[src/rtl/cb_pkg.sv]
// Shared constants for the connection-box config register map and word fields.
package cb_pkg;
  localparam logic [7:0] CB_ADDR_SHADOW = 8'd0;
  localparam logic [7:0] CB_ADDR_COMMIT = 8'd1;

  localparam int SEL_LSB     = 0;
  localparam int SEL_W       = 4;
  localparam int REG_OUT_BIT = 8;
  localparam int GATE_BIT    = 9;

  typedef struct packed {
    logic [SEL_W-1:0] sel;
    logic             reg_out;
    logic             gate;
  } cb_cfg_t;

  function automatic cb_cfg_t cb_decode(input logic [31:0] word);
    cb_cfg_t c;
    c.sel     = word[SEL_LSB +: SEL_W];
    c.reg_out = word[REG_OUT_BIT];
    c.gate    = word[GATE_BIT];
    return c;
  endfunction
endpackage

[src/rtl/cb_mux.sv]
// NUM_IN:1 track mux; out-of-range select or gate forces zero.
module cb_mux
  import cb_pkg::*;
#(
  parameter int WIDTH  = 16,
  parameter int NUM_IN = 10
) (
  input  logic [NUM_IN*WIDTH-1:0] in,
  input  logic [SEL_W-1:0]        sel,
  input  logic                    gate,
  output logic [WIDTH-1:0]        out
);
  logic [NUM_IN-1:0][WIDTH-1:0] trk;
  assign trk = in;

  always_comb begin
    out = '0;
    for (int k = 0; k < NUM_IN; k++)
      if (!gate && sel == SEL_W'(k)) out = trk[k];
  end
endmodule

[src/rtl/cb_param.sv]
// Configurable connection box: shadow/active config pair, track mux,
// optional one-cycle output register and config read-back.
module cb_param
  import cb_pkg::*;
#(
  parameter int          WIDTH     = 16,
  parameter int          NUM_IN    = 10,
  parameter logic [31:0] RESET_CFG = 32'd13
) (
  input  logic                    clk,
  input  logic                    reset,
  input  logic [NUM_IN*WIDTH-1:0] in,
  output logic [WIDTH-1:0]        out,
  input  logic                    config_en,
  input  logic [31:0]             config_addr,
  input  logic [31:0]             config_data,
  input  logic                    config_rd_en,
  output logic [31:0]             read_data
);
  logic [31:0]      shadow, active;
  logic [WIDTH-1:0] mux_res, out_q;
  logic [7:0]       reg_sel;
  cb_cfg_t          cfg;

  assign reg_sel = config_addr[31:24];
  assign cfg     = cb_decode(active);

  // Low address bits and non-field config bits carry no function.
  logic unused_bits;
  assign unused_bits = ^{config_addr[23:0], active[31:10], active[7:4]};

  cb_mux #(.WIDTH(WIDTH), .NUM_IN(NUM_IN)) u_mux (
    .in   (in),
    .sel  (cfg.sel),
    .gate (cfg.gate),
    .out  (mux_res)
  );

  always_ff @(posedge clk) begin
    if (reset) begin
      shadow    <= RESET_CFG;
      active    <= RESET_CFG;
      out_q     <= '0;
      read_data <= '0;
    end else begin
      // Register loads every cycle so a mode switch never exposes older data.
      out_q <= mux_res;
      if (config_en) begin
        if (reg_sel == CB_ADDR_SHADOW)      shadow <= config_data;
        else if (reg_sel == CB_ADDR_COMMIT) active <= shadow;
      end
      // Reads see pre-write values since all updates share this edge.
      if (config_rd_en) begin
        if (reg_sel == CB_ADDR_SHADOW)      read_data <= shadow;
        else if (reg_sel == CB_ADDR_COMMIT) read_data <= active;
        else                                read_data <= '0;
      end
    end
  end

  assign out = cfg.reg_out ? out_q : mux_res;
endmodule

[config.mk]
export PLATFORM = sky130hd
export DESIGN_NAME = cb_param
export DESIGN_NICKNAME = d
export VERILOG_FILES = /design/src/rtl/cb_pkg.sv /design/src/rtl/cb_mux.sv /design/src/rtl/cb_param.sv
export SDC_FILE = /design/constraint.sdc
export NUM_CORES = 1
export LEC_CHECK = 0
export BUFFER_PORTS_ARGS = -buffer_cell sky130_fd_sc_hd__buf_2
export CAP_MARGIN = 5
export CORE_MARGIN = 4
export CORE_UTILIZATION = 49
export CTS_CLUSTER_SIZE = 12
export DETAILED_ROUTE_END_ITERATION = 10
export PLACE_DENSITY_LB_ADDON = 0.05
export SYNTH_ARGS = -nofsm -noshare
export SYNTH_HDL_FRONTEND = slang
export SYNTH_HIERARCHICAL = 1
export SYNTH_SLANG_ARGS = --single-unit
[constraint.sdc]
create_clock -name clk -period 2.6 [get_ports clk]
set_input_delay 0.52 -clock clk [delete_from_list [all_inputs] [get_ports clk]]
set_output_delay 0.52 -clock clk [all_outputs]
set_load 0.005 [all_outputs]
==> metrics <==
peak supply drop=0.675 mV; P_leak=4.10 nW; flops & latches, synth=112; Ant. Diodes=0; DIE HEIGHT=123 um; post-route insts no fill=1130; first-pass GRT wire length=32400 um; Initial Utilization=0.509; Post-Route Utilization=0.701; DP Wirelength=15200 um; minimum clock period=2.79 ns; fin. max-slew vios=0; H-tree Lvls=3; final hold viol count=0; status=complete, but fails checks; compound-gate portion of the synthesized area=0.140; Data required, critical path=2.08 ns; worst hold path type=in -> reg; post-synth top area share=0.344; slowest stage delay, CP=0.49 ns; FMAX=0.359 GHz; crit-path max FO=7; critical path cell sequence=or3b_4 > or3_4 > o22ai_2 > a21oi_2 > mux2_4 > buf_6; via count=6463; Port Buffers=251; fin crit share=1.07; vias in the first global route=6596; Final Routed Wirelength=21700 um; register area share after synthesis=0.344; warnings from Yosys=6; syn nets=939; Mean Syn Cell Area=9.17 um2; clk_lat worst skew=0.34 ns; Yosys cell types=50; Sink Count=112; type of the worst setup path=reg -> out; multiplexer share of the synthesized area=0.234; Slew Limit Headroom=0.422; share of layout cells above drive strength 1=0.469; predominant post-synthesis flop cell=dfxtp_1; TritonCTS clock tree=yes; RD Place Congestion=0.869; min setup slack post-route=-0.185 ns; Yosys top cell by area=dfxtp_1; Worst-Margin Slew=0.866 ns; Core ar.=12800 um2; Root Buffer=clkbuf_16; total power=3.39 mW; NumNets Final=1181; DR DRC count=0; EDFF count, synth=0; XOR/XNOR Fraction of Synth Area=0; initial antenna violation count=0; Boundary Pins=276; Fillers=1019; synth top area cells=dfxtp_1 34%, nand2b_1 13%, mux2i_1 12%; die width=123 um; simple logic cell fraction of the synthesized area=0.232; Synth Instances=711; Placed Instances=1095; violated checks=negative setup slack; Via density=5.72; Area Growth Syn to Fin=37.9%; gr ovfl total=0; mapped cell area=6520 um2; largest family of logic cells by synthesized area=multiplexers; worst-case clock buffer depth=2; die area=15200 um2; Cell Pwr Density=377 nW/um2; wire per inst=19.2 um; TritonCTS Buffers=9; slowest cell on the critical path=or3_4; Initial DRC Count=378; ANT nets after route=0; Pre-antenna DRT Iters=5; Fin Clk Skew=0.00804 ns; Setup Viol. Count Final=16; Max-cap violations=0; critical path data arrival time=2.27 ns; ys async rst share=0; largest net degree at the start of global routing=65; RSZ-0062 raised after global routing=yes; worst slack, placed=0.0212 ns; FP Rows=41; Worst Setup Start Kind=flop; Critical Path End Type=output pin; Synth Area in Adders=0; clock-pin slew on the worst setup and hold paths=0.07 ns; Tot GR Track Use=0.272
==> flip-flops by register name (all words and copies together), names as in the netlist <==
name / cells
active: 32
read_data: 32
shadow: 32
out_q: 16
==> cells in the final DEF (no fill, tap or decap), types with 3 or more instances in the layout <==
master       n
a211oi_1     6
a211oi_2     6
a21oi_1     44
a21oi_2     14
a2bb2oi_1    3
buf_12       3
buf_2      237
buf_4       35
buf_6       19
clkbuf_16    9
clkbuf_8     3
dfxtp_1    107
dfxtp_4      5
mux2_2      47
mux2_4      14
mux2i_1     77
mux4_2       3
nand2_1      7
nand2b_1   133
nand3b_1     5
nand4_1     33
nor2_1      18
nor2b_1     16
nor3_1      11
o21a_1       9
o21ai_0      8
o22ai_1      5
o22ai_2     11
o22ai_4      4
o2bb2ai_1    8
or3b_4       4
==> worst paths after layout <==
kind	start	endpoint	slack, ns	cells past startpoint
max	active[2]	out[11]	-0.19	6
min	config_data[26]	shadow[26]	0.43	3
max reg2reg	active[2]	out_q[11]	0.72	6
min reg2reg	read_data[17]	read_data[17]	0.47	2
==> report_power, final <==
group          internal (mW)  switching, mW
logic                  0.187          0.158
clock network          0.733          0.601
registers               1.71       0.000392
total                   2.63          0.760
==> kinds of logic after synthesis <==
kind of cell,count (synthesis)
and+or+nand+nor,245
AOI/OAI and AO/OA,142
muxes,141
DFF,112
buffers and inverters,71
==> layout make-up <==
class,instances,area (um2),share of cell area
multi-input combinational,530,4390,0.488
sequential,112,2260,0.251
timing repair buffer,298,1830,0.203
clock buffer,13,270,0.0300
tap,172,215,0.0239
clock inverter,3,25.0,0.00278
inverter,2,7.51,0.000834
==> metal layers <==
metal  wire, um  global-route usage  share of wire
met1       8270               0.308           0.38
met2      11100               0.498           0.51
met3       1460              0.0563          0.068
met4        794               0.105          0.037
met5          0                   0              0
==> synth_stat cells, types with 3 or more instances <==
master,instances
nor2b_1,16
nand2_1,7
o21a_1,9
mux2i_1,77
buf_1,4
mux4_2,3
nand4_1,33
nand2b_1,135
a211oi_1,12
o2bb2ai_1,10
dfxtp_1,112
a21boi_0,3
nand3b_1,5
a221oi_1,3
a2bb2oi_1,3
o21ai_0,10
clkbuf_1,35
mux2_2,61
a21oi_1,58
buf_6,3
nor2_1,20
nor3_1,13
or3b_2,3
o22ai_1,20
buf_2,27
==> worst max-delay path: cells and delay by family (launching register included) <==
kind	cells	cell delay [ns]
buffers and inverters	1	0.12
muxes	1	0.29
and+or+nand+nor	2	0.92
AOI/OAI and AO/OA	2	0.22
DFF	1	0.37
==> timing repair <==
item	CTS	global route
pin swaps	18	10
cloned	5	1
buffers inserted	11	2
endpoints found under the setup margin	16	16
hold buffers	0	0
resized for setup	92	20
==> metrics by stage <==
step	setup TNS [ns]	instance area [um2]	hold slack, ns
5_1_grt	-2.95	9000	0.427
2_1_floorplan	0	6520	0.449
3_5_place_dp	0	7980	0.463
3_3_place_gp	0	7980	0.456
6_report	-2.11	9000	0.429
4_1_cts	-1.95	8870	0.418
Power figures use the tool's default switching activity.
